==> config.mk <==
export PLATFORM = sky130hd
export DESIGN_NAME = hazard_control_flat
export DESIGN_NICKNAME = d
export VERILOG_FILES = /design/src/rtl/hazard_control_pkg.sv /design/src/rtl/hazard_control_if.sv /design/src/rtl/hazard_control_muldiv_busy_counter.sv /design/src/rtl/hazard_control.sv /design/src/flat_wrapper.sv
export SDC_FILE = /design/constraint.sdc
export NUM_CORES = 1
export LEC_CHECK = 0
export BUFFER_PORTS_ARGS = -buffer_cell sky130_fd_sc_hd__buf_2
export CAP_MARGIN = 25
export CORE_ASPECT_RATIO = 1.1
export CORE_MARGIN = 4
export CORE_UTILIZATION = 46
export CTS_CLUSTER_DIAMETER = 150
export CTS_CLUSTER_SIZE = 25
export DETAILED_ROUTE_END_ITERATION = 10
export PLACE_DENSITY = 0.84
export RECOVER_POWER = 100
export REMOVE_ABC_BUFFERS = 1
export SLEW_MARGIN = 5
export SYNTH_ARGS = -nofsm -noshare
export SYNTH_HDL_FRONTEND = slang
export SYNTH_SLANG_ARGS = --single-unit
==> constraint.sdc <==
create_clock -name clk -period 4 [get_ports clk]
set_input_delay 0.6 -clock clk [delete_from_list [all_inputs] [get_ports clk]]
set_output_delay 0.6 -clock clk [all_outputs]
set_load 0.01 [all_outputs]
==> src/rtl/hazard_control_pkg.sv <==
// Shared ISA definitions and instruction-decode helpers for the hazard unit.
//   word_t           : 32-bit instruction word
//   OP_* / FN_*      : opcode and R-type funct encodings used by the hazard checks
//   hazard_e         : resolved hazard class, highest priority first in the top
//   decode helpers   : field extraction and the classification predicates
package hazard_control_pkg;

    localparam int unsigned WORD_W = 32;
    typedef logic [WORD_W-1:0] word_t;

    localparam logic [5:0] OP_RTYPE = 6'h00;
    localparam logic [5:0] OP_BEQ   = 6'h04;
    localparam logic [5:0] OP_BNE   = 6'h05;
    localparam logic [5:0] OP_LW    = 6'h23;
    localparam logic [5:0] OP_SW    = 6'h2B;

    localparam logic [5:0] FN_MFHI  = 6'h10;
    localparam logic [5:0] FN_MFLO  = 6'h12;
    localparam logic [5:0] FN_MULT  = 6'h18;
    localparam logic [5:0] FN_MULTU = 6'h19;
    localparam logic [5:0] FN_DIV   = 6'h1A;
    localparam logic [5:0] FN_DIVU  = 6'h1B;

    typedef enum logic [1:0] {
        HZ_NONE,
        HZ_LOAD_USE,
        HZ_MD_INTERLOCK,
        HZ_BRANCH
    } hazard_e;

    function automatic logic [5:0] op_of(input word_t w);
        return w[31:26];
    endfunction

    function automatic logic [4:0] rs_of(input word_t w);
        return w[25:21];
    endfunction

    function automatic logic [4:0] rt_of(input word_t w);
        return w[20:16];
    endfunction

    function automatic logic [5:0] funct_of(input word_t w);
        return w[5:0];
    endfunction

    // Instruction starts a multi-cycle mult/div operation.
    function automatic logic is_muldiv(input word_t w);
        logic [5:0] fn;
        fn = funct_of(w);
        return (op_of(w) == OP_RTYPE) &&
               (fn == FN_MULT || fn == FN_MULTU || fn == FN_DIV || fn == FN_DIVU);
    endfunction

    // Instruction must wait for a pending HI/LO result (reads it, or would
    // overwrite it while the unit is still busy).
    function automatic logic needs_hilo(input word_t w);
        logic [5:0] fn;
        fn = funct_of(w);
        return (op_of(w) == OP_RTYPE) &&
               (fn == FN_MFHI || fn == FN_MFLO || fn == FN_MULT ||
                fn == FN_MULTU || fn == FN_DIV || fn == FN_DIVU);
    endfunction

    // Instruction reads the register named by its rt field.
    function automatic logic uses_rt(input word_t w);
        logic [5:0] op;
        op = op_of(w);
        return (op == OP_RTYPE) || (op == OP_SW) || (op == OP_BEQ) || (op == OP_BNE);
    endfunction

endpackage

==> src/rtl/hazard_control_if.sv <==
// Pipeline <-> hazard unit signal bundle.
//   master : pipeline side, drives the ID/EX words and branch resolution
//   slave  : hazard unit, returns PC/IF-ID enables, flushes, busy flag, stall count
interface hazard_control_if;
    import hazard_control_pkg::*;

    word_t       idInstruction;
    word_t       exInstruction;
    logic        exBranchTaken;
    logic        pcWrite;
    logic        ifIdWrite;
    logic        flushID;
    logic        flushEX;
    logic        mdBusy;
    logic [31:0] stallCount;

    modport master (
        output idInstruction, exInstruction, exBranchTaken,
        input  pcWrite, ifIdWrite, flushID, flushEX, mdBusy, stallCount
    );

    modport slave (
        input  idInstruction, exInstruction, exBranchTaken,
        output pcWrite, ifIdWrite, flushID, flushEX, mdBusy, stallCount
    );
endinterface

==> src/rtl/hazard_control_muldiv_busy_counter.sv <==
// Countdown of cycles until the mult/div HI/LO result is available.
//   clk   : pipeline clock, state changes on the falling edge
//   reset : asynchronous, active-high, clears the counter
//   start : a mult/div is committed in EX this cycle; loads LOAD_VAL
//   count : remaining cycles
//   busy  : count != 0
module muldiv_busy_counter #(
    parameter int unsigned CNT_W    = 4,
    parameter int unsigned LOAD_VAL = 8
) (
    input  logic             clk,
    input  logic             reset,
    input  logic             start,
    output logic [CNT_W-1:0] count,
    output logic             busy
);

    // A load takes precedence over a decrement on the same edge.
    always_ff @(negedge clk or posedge reset) begin
        if (reset) begin
            count <= '0;
        end else if (start) begin
            count <= CNT_W'(LOAD_VAL);
        end else if (count != '0) begin
            count <= count - 1'b1;
        end
    end

    assign busy = (count != '0);

endmodule

==> src/rtl/hazard_control.sv <==
// Pipeline hazard unit: issues flush/stall controls to IF/ID and ID/EX.
// Detects taken-branch redirects, HI/LO interlocks behind the mult/div unit
// and load-use hazards, and keeps a saturating count of stall cycles.
//   clk   : pipeline clock, all state changes on the falling edge
//   reset : asynchronous, active-high
//   bus   : hazard_control_if.slave (ID/EX words and branch in; controls out)
module hazard_control
    import hazard_control_pkg::*;
#(
    parameter int unsigned MULDIV_CYCLES = 8,
    parameter int unsigned CNT_W         = 4
) (
    input  logic             clk,
    input  logic             reset,
    hazard_control_if.slave  bus
);

    if (MULDIV_CYCLES < 1 || MULDIV_CYCLES >= (64'd1 << CNT_W)) begin : g_param_check
        $error("hazard_control: MULDIV_CYCLES must be in [1, 2**CNT_W)");
    end

    logic             md_start;
    logic [CNT_W-1:0] md_count;
    logic             md_busy;
    hazard_e          hazard;
    logic             pc_write;
    logic             if_id_write;
    logic             flush_id;
    logic             flush_ex;
    logic [31:0]      stall_cnt;

    // A mult/div being flushed by a taken branch never starts.
    assign md_start = is_muldiv(bus.exInstruction) && !bus.exBranchTaken;

    muldiv_busy_counter #(
        .CNT_W    (CNT_W),
        .LOAD_VAL (MULDIV_CYCLES)
    ) u_md_counter (
        .clk   (clk),
        .reset (reset),
        .start (md_start),
        .count (md_count),
        .busy  (md_busy)
    );

    function automatic logic load_use(input word_t id_w, input word_t ex_w);
        logic [4:0] ex_rt;
        ex_rt = rt_of(ex_w);
        return (op_of(ex_w) == OP_LW) && (ex_rt != 5'd0) &&
               ((ex_rt == rs_of(id_w)) || (uses_rt(id_w) && ex_rt == rt_of(id_w)));
    endfunction

    // Reset masks every hazard so controls sit at their pass-through values.
    always_comb begin
        hazard = HZ_NONE;
        if (!reset) begin
            if (bus.exBranchTaken) begin
                hazard = HZ_BRANCH;
            end else if (md_count != '0 && needs_hilo(bus.idInstruction)) begin
                hazard = HZ_MD_INTERLOCK;
            end else if (load_use(bus.idInstruction, bus.exInstruction)) begin
                hazard = HZ_LOAD_USE;
            end
        end
    end

    always_comb begin
        pc_write    = 1'b1;
        if_id_write = 1'b1;
        flush_id    = 1'b0;
        flush_ex    = 1'b0;
        unique case (hazard)
            HZ_BRANCH: begin
                flush_id = 1'b1;
                flush_ex = 1'b1;
            end
            HZ_MD_INTERLOCK, HZ_LOAD_USE: begin
                pc_write    = 1'b0;
                if_id_write = 1'b0;
                flush_ex    = 1'b1;
            end
            default: ;
        endcase
    end

    always_ff @(negedge clk or posedge reset) begin
        if (reset) begin
            stall_cnt <= '0;
        end else if (!pc_write && stall_cnt != '1) begin
            stall_cnt <= stall_cnt + 32'd1;
        end
    end

    assign bus.pcWrite    = pc_write;
    assign bus.ifIdWrite  = if_id_write;
    assign bus.flushID    = flush_id;
    assign bus.flushEX    = flush_ex;
    assign bus.mdBusy     = md_busy;
    assign bus.stallCount = stall_cnt;

endmodule

==> src/flat_wrapper.sv <==
// flat-port wrapper written by rule: the top's interface ports become plain ports
module hazard_control_flat import hazard_control_pkg::*;
#(
    parameter int unsigned MULDIV_CYCLES = 8,
    parameter int unsigned CNT_W         = 4
)
  (clk, reset, bus_idInstruction, bus_exInstruction, bus_exBranchTaken, bus_pcWrite, bus_ifIdWrite, bus_flushID, bus_flushEX, bus_mdBusy, bus_stallCount);
  hazard_control_if bus_i ();
  input  logic clk;
  input  logic reset;
  input wire logic [$bits(bus_i.idInstruction)-1:0] bus_idInstruction;
  input wire logic [$bits(bus_i.exInstruction)-1:0] bus_exInstruction;
  input wire logic [$bits(bus_i.exBranchTaken)-1:0] bus_exBranchTaken;
  output wire logic [$bits(bus_i.pcWrite)-1:0] bus_pcWrite;
  output wire logic [$bits(bus_i.ifIdWrite)-1:0] bus_ifIdWrite;
  output wire logic [$bits(bus_i.flushID)-1:0] bus_flushID;
  output wire logic [$bits(bus_i.flushEX)-1:0] bus_flushEX;
  output wire logic [$bits(bus_i.mdBusy)-1:0] bus_mdBusy;
  output wire logic [$bits(bus_i.stallCount)-1:0] bus_stallCount;
  assign bus_i.idInstruction = bus_idInstruction;
  assign bus_i.exInstruction = bus_exInstruction;
  assign bus_i.exBranchTaken = bus_exBranchTaken;
  assign bus_pcWrite = bus_i.pcWrite;
  assign bus_ifIdWrite = bus_i.ifIdWrite;
  assign bus_flushID = bus_i.flushID;
  assign bus_flushEX = bus_i.flushEX;
  assign bus_mdBusy = bus_i.mdBusy;
  assign bus_stallCount = bus_i.stallCount;
  hazard_control #(.MULDIV_CYCLES(MULDIV_CYCLES), .CNT_W(CNT_W)) u_core (.clk(clk), .reset(reset), .bus(bus_i));
endmodule
==> out/results.tsv <==
stage	metric	value	unit
routing	routed via count divided by cell count	5.726	
synthesis	Yosys warning count	0	
synthesis	count of mapped cells out of synthesis	212	
routing	Routed wire per std cell	18.31	microns
clocking	number of buffers inserted for hold repair after clock tree synthesis	0	
die	Die Width	73.29	microns
synthesis	Netlist cell types	40	
critical_path	signal arrival time at the worst endpoint	2.98	ns
worst_hold_path	worst hold path cell count	1	
die	number of rows created at floorplan	25	
layout	leading cell type in the layout, fill and taps excluded	sky130_fd_sc_hd__buf_2	
critical_path	r2r startpoint	u_core.u_md_counter.count[0]$_DFFE_NP0P_	
clocking	CTS max path bufs	2	
timing	headroom to the max-slew limit	41.17	%
clocking	total number of H-tree levels	2	
timing	Fin. Hold Viols	0	
synthesis	adder and majority cell fraction of the synthesized area	2.320	%
die	placeable core region	4410	sq um
synthesis	compound-cell area share of the yosys netlist	4.814	%
layout	Finished Core Util	72.77	%
routing	first-iteration detailed-routing DRC count	212	
layout	Antenna Diode Count	0	
layout	highest-count cells in the layout ignoring fill and taps	sky130_fd_sc_hd__buf_2, sky130_fd_sc_hd__dfrtn_1, sky130_fd_sc_hd__clkbuf_1, sky130_fd_sc_hd__buf_4, sky130_fd_sc_hd__xnor2_1	
timing	count of pins over their slew limit	0	
clocking	number of buffers added by the clock tree synthesis step	5	
routing	number of nets with antenna violations after detailed routing	0	
pwr	power density normalized to cell area	382.5	nW/um^2
synthesis	share of flip-flops with an asynchronous set or reset after synthesis	100.0	%
die	top-level I/O count	104	
critical_path	depth of the worst register-to-register path	11	
critical_path	register-to-register path setup slack	1.54	ns
clocking	clock sink count	36	
routing	number of iterations in the first detailed-routing pass	4	
critical_path	crit path max fanout	4	
synthesis	portion of netlist area occupied by mux cells	1.450	%
worst_hold_path	Worst Hold Launch	u_core.bus.stallCount[28]$_DFFE_NP0P_	
die	die span in y	79.82	microns
timing	post-route clock skew	0.009429	ns
worst_hold_path	min-delay worst type	flop to flop	
synthesis	synthesized area per cell	10.17	sq um
die	area enclosed by the die boundary	5850	sq um
timing	number of endpoints failing setup at the final stage	35	
job	max-cap violation count	0	
routing	number of DRC violations after detailed routing	0	
routing	Post-Route WL	7013	microns
synthesis	#FFs+latches synth	36	
pwr	largest vdd supply drop	264.2	uV
placement	Placement Setup Slack	-1.221	ns
layout	nets	399	
placement	Final Wtd Congestion	0.8676	
pwr	leakage power total	0.001519	uW
run_status	outcome	complete, but fails checks	
clocking	clock root buffer	sky130_fd_sc_hd__clkbuf_8	
clocking	clock tree from TritonCTS	yes	
timing	unrepaired setup endpoints after global routing	yes	
timing	Setup TNS Final	-20.69	ns
synthesis	sequential share of the synthesized area	41.76	%
routing	vias	2193	
critical_path	crit path capture type	flop	
synthesis	main combinational cell family by area after synthesis	simple AND/OR/NAND/NOR gates	
placement	half-perimeter wire length of the detailed placement result	4212	microns
clocking	clock edge transition at the registers on the reported setup and hold paths	0.05	ns
critical_path	class of the most critical setup path	input port to flop	
synthesis	Synth Area in Simple Gates	29.41	%
global_route	global-route wire length before repair	10190	microns
critical_path	CP startpoint kind	input port	
clocking	insertion delay to the later sink of the worst-skew pair	0.30	ns
timing	worst hold slack after final layout	0.4500	ns
layout	Design Area, Final	3209	sq um
die	starting density of the core	48.91	%
synthesis	most instantiated flip-flop cell in the synthesis netlist	sky130_fd_sc_hd__dfrtn_1	
run_status	violations in the final reports	setup timing	
synthesis	number of enable flip-flop cells after synthesis	0	
global_route	pin count of the biggest net entering global routing	37	
synthesis	Post-Synth XOR/XNOR Area	16.65	%
layout	area grow syn2layout	48.78	%
global_route	number of global-route vias before repair	2134	
timing	transition time of the tightest slew-check pin	0.8825	ns
placement	IO buf count	75	
placement	Post-DP Area	2759	sq um
global_route	global route total overflow	0	
global_route	GRT Resource Usage Total	22.40	%
synthesis	post-synth design cell area	2157	sq um
layout	proportion of layout cells with a drive suffix above 1	42.55	%
global_route	number of antenna violations at the first check in global routing	0	
timing	worst-case setup margin in the final layout	-0.8540	ns
critical_path	end of the worst register-to-register path	u_core.bus.stallCount[20]$_DFFE_NP0P_	
worst_hold_path	hold path endpoint	u_core.bus.stallCount[28]$_DFFE_NP0P_	
critical_path	critical path required time	2.13	ns
==> state kept, by name, summed over array words and instances (netlist names) <==
name                       cells
u_core.bus.stallCount         32
u_core.u_md_counter.count      4
==> logic make-up (layout without fill, tap and decap cells) <==
kind of cell,Yosys count,count (layout)
AOI/OAI and AO/OA,12,12
xor gates and xnor gates,41,41
adders and majority gates,4,4
buffers and inverters,14,131
DFF,36,36
muxes,3,3
and+or+nand+nor,102,102
==> worst max-delay path by stage <==
| stage | start | to | cells past startpoint |
|---|---|---|---|
| after floorplan | reset | u_core.bus.stallCount[30]$_DFFE_NP0P_ | 10 |
| after global placement | bus_idInstruction[27] | u_core.bus.stallCount[30]$_DFFE_NP0P_ | 11 |
| after detailed placement | bus_idInstruction[27] | u_core.bus.stallCount[30]$_DFFE_NP0P_ | 11 |
| after CTS | bus_idInstruction[31] | u_core.bus.stallCount[30]$_DFFE_NP0P_ | 11 |
| after global routing | bus_exInstruction[18] | u_core.bus.stallCount[20]$_DFFE_NP0P_ | 12 |
| final | bus_idInstruction[27] | u_core.bus.stallCount[20]$_DFFE_NP0P_ | 12 |
==> final cells by class <==
class,count,area (sq um)
clock buffer,5,68.82
clock inverter,3,42.54
fill,296,1201
inverter,7,28.78
multi-input combinational,162,1386
sequential,36,900.9
tap,54,67.56
timing repair buffer,116,714.4
==> cells in the mapped netlist (2+ instances only) <==
master	number	area [sq um]
sky130_fd_sc_hd__dfrtn_1	36	900.9
sky130_fd_sc_hd__xnor2_1	31	271.5
sky130_fd_sc_hd__nand2_1	18	67.56
sky130_fd_sc_hd__nand4_1	17	106.4
sky130_fd_sc_hd__nand3_1	13	65.06
sky130_fd_sc_hd__nor2_1	12	45.04
sky130_fd_sc_hd__xor2_1	10	87.58
sky130_fd_sc_hd__and3_1	9	56.30
sky130_fd_sc_hd__inv_1	7	26.28
sky130_fd_sc_hd__nor3_1	7	35.03
sky130_fd_sc_hd__and4_1	5	43.79
sky130_fd_sc_hd__a21oi_1	4	20.02
sky130_fd_sc_hd__buf_4	4	30.03
sky130_fd_sc_hd__ha_1	4	50.05
sky130_fd_sc_hd__nand4_2	3	37.54
sky130_fd_sc_hd__nor4_1	3	18.77
sky130_fd_sc_hd__a211oi_1	2	15.01
sky130_fd_sc_hd__buf_2	2	10.01
sky130_fd_sc_hd__mux2i_1	2	20.02
sky130_fd_sc_hd__nor2b_1	2	12.51
sky130_fd_sc_hd__or4_1	2	15.01
==> worst max-delay path, cell delays in order <==
cell and delay [ns]:
sky130_fd_sc_hd__buf_2 0.12, sky130_fd_sc_hd__and3_1 0.17, sky130_fd_sc_hd__mux2i_1 0.07, sky130_fd_sc_hd__or4_1 0.54
sky130_fd_sc_hd__o31ai_2 0.09, sky130_fd_sc_hd__a21oi_2 0.11, sky130_fd_sc_hd__ha_4 0.32, sky130_fd_sc_hd__and4_1 0.22
sky130_fd_sc_hd__nor4b_4 0.35, sky130_fd_sc_hd__buf_4 0.20, sky130_fd_sc_hd__buf_4 0.11, sky130_fd_sc_hd__xor2_1 0.07
==> metal layers <==
layer / track usage (%) / part of all wire (%)
met3: 5.164 / 5.9
met4: 7.609 / 4.2
met1: 28.59 / 39
met2: 36.94 / 51
met5: 0 / 0
==> what timing repair did <==
item,4_1_cts,5_1_grt
setup endpoints to repair,35,35
pin swaps,26,20
gates resized for setup,36,30
buffers inserted,9,8
==> power breakdown <==
| part | internal [uW] | switching (uW) | total [uW] |
|---|---|---|---|
| Clock | 184 | 138 | 322 |
| Combinational | 227 | 194 | 420 |
| Sequential | 423 | 61.6 | 485 |
==> stage by stage <==
stage	total power [uW]	instances
6_report	1228	383
5_1_grt	1295	383
4_1_cts	1193	377
3_5_place_dp	812.9	362
3_3_place_gp	798.2	362
2_1_floorplan	640.1	205
Note: power is estimated with default switching activity, not from simulation.
